[config.mk]
export PLATFORM = sky130hd
export DESIGN_NAME = rf_write_arbiter
export DESIGN_NICKNAME = d
export VERILOG_FILES = /design/src/rtl/rf_write_arbiter.sv
export SDC_FILE = /design/constraint.sdc
export NUM_CORES = 1
export LEC_CHECK = 0
export CAP_MARGIN = 25
export CORE_ASPECT_RATIO = 0.5
export CORE_MARGIN = 2
export CORE_UTILIZATION = 44
export DETAILED_ROUTE_END_ITERATION = 10
export PLACE_DENSITY = 0.69
export SYNTH_ARGS = -nofsm -noshare
export SYNTH_HDL_FRONTEND = slang
export SYNTH_SLANG_ARGS = --single-unit
[constraint.sdc]
create_clock -name clk -period 2.25 [get_ports clk]
set_input_delay 0.45 -clock clk [delete_from_list [all_inputs] [get_ports clk]]
set_output_delay 0.45 -clock clk [all_outputs]
set_load 0.01 [all_outputs]
[src/rtl/rf_write_arbiter.sv]
// Arbitrates the single register-file write port between priority writeback (A) and a
// queued multi-cycle source (B), with a starvation guard and a pending-write lookup.
module rf_write_arbiter #(
  parameter int DATA_W       = 32,
  parameter int ADDR_W       = 5,
  parameter int FIFO_DEPTH   = 4,
  parameter int STARVE_LIMIT = 8
) (
  input  logic              clk,
  input  logic              rst,
  input  logic              a_valid,
  output logic              a_ready,
  input  logic [ADDR_W-1:0] a_num,
  input  logic [DATA_W-1:0] a_data,
  input  logic              b_valid,
  output logic              b_ready,
  input  logic [ADDR_W-1:0] b_num,
  input  logic [DATA_W-1:0] b_data,
  output logic              rf_we,
  output logic [ADDR_W-1:0] rf_wnum,
  output logic [DATA_W-1:0] rf_wdata,
  input  logic [ADDR_W-1:0] chk_num,
  output logic              chk_pend
);

  localparam int PTR_W = $clog2(FIFO_DEPTH);
  localparam int CNT_W = PTR_W + 1;
  localparam int STV_W = $clog2(STARVE_LIMIT + 1);

  typedef enum logic {PRIO_A = 1'b0, FORCE_B = 1'b1} state_t;

  state_t             state, state_nxt;
  logic [STV_W-1:0]   starve_cnt, starve_nxt;

  logic [ADDR_W-1:0]  fifo_num  [FIFO_DEPTH];
  logic [DATA_W-1:0]  fifo_data [FIFO_DEPTH];
  logic [PTR_W-1:0]   rd_ptr, wr_ptr;
  logic [CNT_W-1:0]   count;

  logic               head_vld;
  logic               push, pop;
  logic               grant_a, grant_b;

  logic               wr_vld_p0;
  logic [ADDR_W-1:0]  wr_num_p0;
  logic [DATA_W-1:0]  wr_data_p0;

  logic               fifo_hit;
  logic [PTR_W-1:0]   scan_idx;

  // Writes to r0 are architecturally discarded, so they never become real writes.
  function automatic logic is_real_write(input logic [ADDR_W-1:0] num);
    return num != '0;
  endfunction

  // b_ready looks only at the occupancy at the start of the cycle, so a full
  // queue refuses a push even when the head leaves in the same cycle.
  assign head_vld = (count != '0);
  assign b_ready  = (count != CNT_W'(FIFO_DEPTH));
  assign push     = b_valid & b_ready;
  assign pop      = grant_b;

  always_comb begin
    state_nxt  = state;
    starve_nxt = starve_cnt;
    a_ready    = 1'b0;
    grant_a    = 1'b0;
    grant_b    = 1'b0;
    case (state)
      PRIO_A: begin
        a_ready = 1'b1;
        if (a_valid) begin
          grant_a = 1'b1;
          if (head_vld) begin
            starve_nxt = starve_cnt + STV_W'(1);
            if (starve_cnt == STV_W'(STARVE_LIMIT - 1)) state_nxt = FORCE_B;
          end
        end else if (head_vld) begin
          grant_b    = 1'b1;
          starve_nxt = '0;
        end
      end
      FORCE_B: begin
        grant_b    = head_vld;
        starve_nxt = '0;
        state_nxt  = PRIO_A;
      end
      default: begin
        state_nxt  = PRIO_A;
        starve_nxt = '0;
      end
    endcase
  end

  always_ff @(posedge clk) begin
    if (rst) begin
      state      <= PRIO_A;
      starve_cnt <= '0;
    end else begin
      state      <= state_nxt;
      starve_cnt <= starve_nxt;
    end
  end

  always_ff @(posedge clk) begin
    if (rst) begin
      rd_ptr <= '0;
      wr_ptr <= '0;
      count  <= '0;
    end else begin
      if (push) wr_ptr <= wr_ptr + PTR_W'(1);
      if (pop)  rd_ptr <= rd_ptr + PTR_W'(1);
      case ({push, pop})
        2'b10:   count <= count + CNT_W'(1);
        2'b01:   count <= count - CNT_W'(1);
        default: count <= count;
      endcase
    end
  end

  // Queue storage is pure data; validity is tracked by the pointers and count.
  always_ff @(posedge clk) begin
    if (push) begin
      fifo_num[wr_ptr]  <= b_num;
      fifo_data[wr_ptr] <= b_data;
    end
  end

  // ---- stage p0: select the granted write ----
  assign wr_vld_p0  = grant_a | grant_b;
  assign wr_num_p0  = grant_a ? a_num  : fifo_num[rd_ptr];
  assign wr_data_p0 = grant_a ? a_data : fifo_data[rd_ptr];

  // ---- stage p1: registered write port ----
  always_ff @(posedge clk) begin
    if (rst) begin
      rf_we    <= 1'b0;
      rf_wnum  <= '0;
      rf_wdata <= '0;
    end else if (wr_vld_p0) begin
      rf_we    <= is_real_write(wr_num_p0);
      rf_wnum  <= wr_num_p0;
      rf_wdata <= wr_data_p0;
    end else begin
      rf_we    <= 1'b0;
    end
  end

  always_comb begin
    fifo_hit = 1'b0;
    scan_idx = '0;
    for (int i = 0; i < FIFO_DEPTH; i++) begin
      scan_idx = rd_ptr + PTR_W'(i);
      if ((CNT_W'(i) < count) && (fifo_num[scan_idx] == chk_num)) fifo_hit = 1'b1;
    end
  end

  assign chk_pend = is_real_write(chk_num) &&
                    (fifo_hit || (rf_we && (rf_wnum == chk_num)));

endmodule
Yosys cells after proc, flatten, opt, wreduce, memory -nomap -nowiden
Memory sizes are Yosys's and may differ from the RTL's. A register that Yosys moved wholly into a read port is not among the register bits.
Index checks and enable logic that the tools add are counted.
- flip-flop bits (word level): 50
- latch bits: 0
- memory bits (writable): 148
- bits in read-only memories: 0
- bits of input ports: 83
- output and inout bits: 41
- logic and storage cells: 74
- memories kept: 2
- memory list (name ; words ; bits a word ; read ports ; clocked after Yosys merged registers in ; wr ports ; RTL line ; RTL):
    fifo_data ; 4 ; 32 ; 1 ; 1 ; 1 ; 36 ; logic [DATA_W-1:0] fifo_data [FIFO_DEPTH];
    fifo_num ; 4 ; 5 ; 4 ; 1 ; 1 ; 35 ; logic [ADDR_W-1:0] fifo_num [FIFO_DEPTH];
- $add $sub $neg: 7
- multipliers: 0
- div/mod/pow operators: 0
- order comparisons: 4
- equality and inequality tests: 10
- shift operators: 0
- multiplexer cells: 27
- bitwise logic cells: 4
- reduce and logical (&&, ||, !) cells: 12
- operator list (kind ; number):
    $mux W32 ; 1
    $eq A5 B5 Y1 ; 5
    $mux W1 ; 14
    $mux W4 ; 3
    $reduce_bool A5 Y1 ; 2
    $mux W2 ; 4
    $pmux W4 S2 ; 1
    $logic_and A1 B1 Y1 ; 6
    $lt A1 B3 Y1 const A ; 2
    $lt A2 B3 Y1 const A ; 2
    $pmux W3 S2 ; 1
    $mux W5 ; 1
    $add A2 B1 Y2 const B ; 2
    $add A2 B2 Y2 const B ; 2
    $add A4 B1 Y4 const B ; 1
    $eq A4 B3 Y1 const B ; 1
    $pmux W1 S2 ; 2
    $add A3 B1 Y3 const B ; 1
    $ne A3 B3 Y1 const B ; 1
    $reduce_bool A3 Y1 ; 1
    $sub A3 B1 Y3 const B ; 1
    $eq A2 B1 Y1 const B ; 1
    $eq A2 B2 Y1 const B ; 1
    $ne A2 B2 Y1 const B ; 1
    6 further kinds ; 7

Logic depth before layout (Yosys ltp)
An unclocked memory read counts as a cell.
- word-level depth: 9
- mapped depth: 9
- gate-level depth less buffers: 9

Worst setup path after synthesis
Ideal clock, no wire load.
- path type: register to output
- start point: memory fifo_num[2][2]
- end point: output port chk_pend
- arrival time: 1830 ps
- data required time: 1800 ps
- path slack: -30 ps
- stages on the path, launching flop included: 7
- path buffers: 0
- cell sequence: edfxtp_1 mux4_2 a21bo_1 a31o_1 nor4_2 a211oi_1 a22oi_1
- RTL lines (element ; RTL line ; RTL):
    start: declaration ; 35 ;
    end: declaration ; 23 ; output logic chk_pend

==> results.sh <==
export IMPL_setup_viol=1
export IMPL_cp_arrival_ns=2.30
export IMPL_clkLatencyLatePin_ns=0.44
export IMPL_swShare_pct=31.9
export IMPL_wire_per_inst_um=18.9
export IMPL_p_clk_share_pct=28.9
export IMPL_via_count=5294
export IMPL_die_h_um=102
export IMPL_yosysWarnings=0
export IMPL_drcViolationCount=0
export IMPL_synthCells=563
export IMPL_synthesis_area_mm2=0.00841
export IMPL_synth_seq_area_share_pct=65.2
export IMPL_power_density_mw_per_mm2=1040
export IMPL_die_w_um=200
export IMPL_path_buf_inv=1
export IMPL_initial_core_util_pct=45.3
export IMPL_place_gp_congestion=0.883
export IMPL_cp_start_kind="flop"
export IMPL_synth_nets=656
export IMPL_seqPwrFrac_pct=40.0
export IMPL_avgSynthCellArea_um2=14.9
export IMPL_placement_io_buffers=123
export IMPL_instances_no_fill=999
export IMPL_nFillCells=1438
export IMPL_status="finished, violations left"
export IMPL_mostFrequentLayoutCells="edfxtp_1 (148), clkdlybuf4s50_1 (120), nand2_1 (80), buf_4 (55), mux4_2 (51)"
export IMPL_drtPass1Iterations=4
export IMPL_ys_seq_elements=200
export IMPL_finalClockSkew_ns=0.0194
export IMPL_post_route_util_pct=59.6
export IMPL_antennaDiodeCount=0
export IMPL_cts_tree="yes"
export IMPL_antenna_found_initial=0
export IMPL_die_area_mm2=0.0203
export IMPL_slew_headroom_pct=66.9
export IMPL_grt_max_degree=55
export IMPL_root_buffer="clkbuf_16"
export IMPL_multiInputGateArea_mm2=0.00278
export IMPL_fin_nets=820
export IMPL_core_area_mm2=0.0186
export IMPL_dr_first_iter_drc_count=355
export IMPL_fin_ws_ns=-0.504
export IMPL_crit_fanout=4
export IMPL_place_inst=963
export IMPL_period_share_pct=122
export IMPL_cts_hold_buffers=0
export IMPL_p_int_mw=7.82
export IMPL_finalMaxSlewViolations=0
export IMPL_tns_ns=-0.504
export IMPL_ir_worst_vdd_mv=0.677
export IMPL_async_flop_share_pct=0
export IMPL_dp_hpwl_mm=13.0
export IMPL_post_place_ws_ns=-0.667
export IMPL_clkSinkCount=200
export IMPL_grt_pass1_vias=5233
export IMPL_crit_family="compound AO/OA/AOI/OAI gates"
export IMPL_grt_pass1_wl_mm=29.2
export IMPL_grt_usage_pct=19.3
export IMPL_fmax_mhz=363
export IMPL_clkTransAtPathRegs_ns=0.08
export IMPL_p_total_mw=11.5
export IMPL_ctsLongestPathBuffers=2
export IMPL_postRouteAntennaNets=0
export IMPL_hold_viol_final=0
export IMPL_cts_htree_levels=4
export IMPL_seqCellArea_mm2=0.00550
export IMPL_hold_path_class="primary input to flop"
export IMPL_wirelength_mm=18.9
export IMPL_io_pins=124
export IMPL_synth_edf_count=148
export IMPL_layout_commonest_cell="edfxtp_1"
export IMPL_rsz0062_at_grt="true"
export IMPL_fin_crit_ns=2.75
export IMPL_cp_end_kind="output port"
export IMPL_grt_ovfl_total=0
export IMPL_worstSetupPathType="flop to output port"
export IMPL_worst_pin_slew_ns=0.496
export IMPL_violations="negative setup slack"
export IMPL_yosysUniqueCellTypes=37
export IMPL_power_leakage_nw=3.78
export IMPL_drv_cap=0
export IMPL_ys_flop_type="edfxtp_1"
export IMPL_area_growth_pct=31.7
export IMPL_path_cells="mux4_2 > a21bo_1 > a31o_1 > nor4_2 > a211oi_2 > a22oi_2 > buf_2"
export IMPL_std_cell_rows=35
export IMPL_critPathMaxStageDelay_ns=0.49
export IMPL_cp_required_ns=1.80
export IMPL_power_frac_comb_pct=31.1
export IMPL_slowest_stage="mux4_2"
export IMPL_cts_inserted_buffers=17
export IMPL_p_sw_mw=3.67
export IMPL_drive_above_1_share_pct=23.1
export IMPL_viasPerCell=5.30
## cell usage after synthesis, types with 4 or more instances
cell / count / area, µm²
and3_1: 4 / 25.0
clkbuf_1: 30 / 113
mux2i_1: 5 / 50.1
mux4_2: 51 / 1150
nand2_1: 82 / 308
inv_1: 9 / 33.8
dfxtp_1: 52 / 1040
xor2_1: 10 / 87.6
xnor2_1: 18 / 158
a21oi_1: 9 / 45.0
nor2_1: 47 / 176
nor3_1: 10 / 50.1
buf_2: 6 / 30.0
ha_1: 10 / 125
edfxtp_1: 148 / 4440
a311oi_1: 37 / 324
## routing by layer
| metal | vias to the layer above | global-route usage (%) | part of all wire [%] |
|---|---|---|---|
| li1 | 2493 | - | - |
| met1 | 2662 | 27.4 | 47 |
| met2 | 125 | 30.5 | 48 |
| met3 | 14 | 4.56 | 4.9 |
| met4 | 0 | 4.50 | 1.0 |
| met5 | - | 0 | 0 |
## metrics by stage
step                hold slack, ns  cell area, µm²
floorplan                    0.457            8410
finish                       0.464           11100
global placement             0.465           10300
CTS                          0.437           11000
global route                 0.460           11100
detailed placement           0.470           10300
## flip-flops by register name, summed over array words and instances (netlist names), 2 cells and up, named ones only
signal and count:
count 3, fifo_data 128, fifo_num 20, rd_ptr 2
rf_wdata 32, rf_wnum 5, starve_cnt 4, wr_ptr 2
## logic make-up (layout without fill, tap and decap cells)
kind of cell,count (synthesis),in the layout,synth area share (%)
adders and majority gates,10,10,1.49
muxes,56,56,14.2
xor gates and xnor gates,28,28,2.92
and+or+nand+nor,159,159,7.97
buffers and inverters,50,227,2.59
DFF,200,200,65.2
AOI/OAI and AO/OA,60,60,5.58
## path summary, 6_finish.rpt
check | start | end | slack (ns) | cells past startpoint
worst max register to register | fifo_num[3][1] | rf_we | 0.06 | 6
worst max-delay path | fifo_num[2][2] | chk_pend | -0.50 | 7
worst min register to register | rf_wdata[18] | rf_wdata[18] | 0.48 | 2
worst min-delay path | rst | wr_ptr[1] | 0.46 | 2
## worst reg2reg max path: cells and delay by family, from the launching register on
| kind | cells | cell delay (ns) |
|---|---|---|
| and+or+nand+nor | 1 | 0.52 |
| DFF | 1 | 0.45 |
| buffers and inverters | 2 | 0.28 |
| AOI/OAI and AO/OA | 2 | 0.25 |
| muxes | 1 | 0.56 |
## power groups by stage
stage	combinational, mW	sequential, mW	clock [mW]
final	3.57	4.60	3.32
after global placement	3.47	4.65	0
after CTS	3.55	4.60	3.39
after detailed placement	3.49	4.67	0
after global routing	3.87	4.64	3.55
after floorplan	2.11	4.67	0
## final cells by class
class | count | area share [%]
clock inverter | 15 | 2.14
clock buffer | 17 | 3.84
timing repair buffer | 186 | 16.1
sequential | 200 | 49.6
multi-input combinational | 313 | 25.1
inverter | 9 | 0.305
tap | 259 | 2.93
## timing repair
action,4_1_cts,5_1_grt
endpoints found under the hold margin,0,0
buffers inserted,1,3
setup endpoints to repair,2,1
pin swaps,1,0
gates resized for setup,16,7
Note: power is estimated with default switching activity, not from simulation.
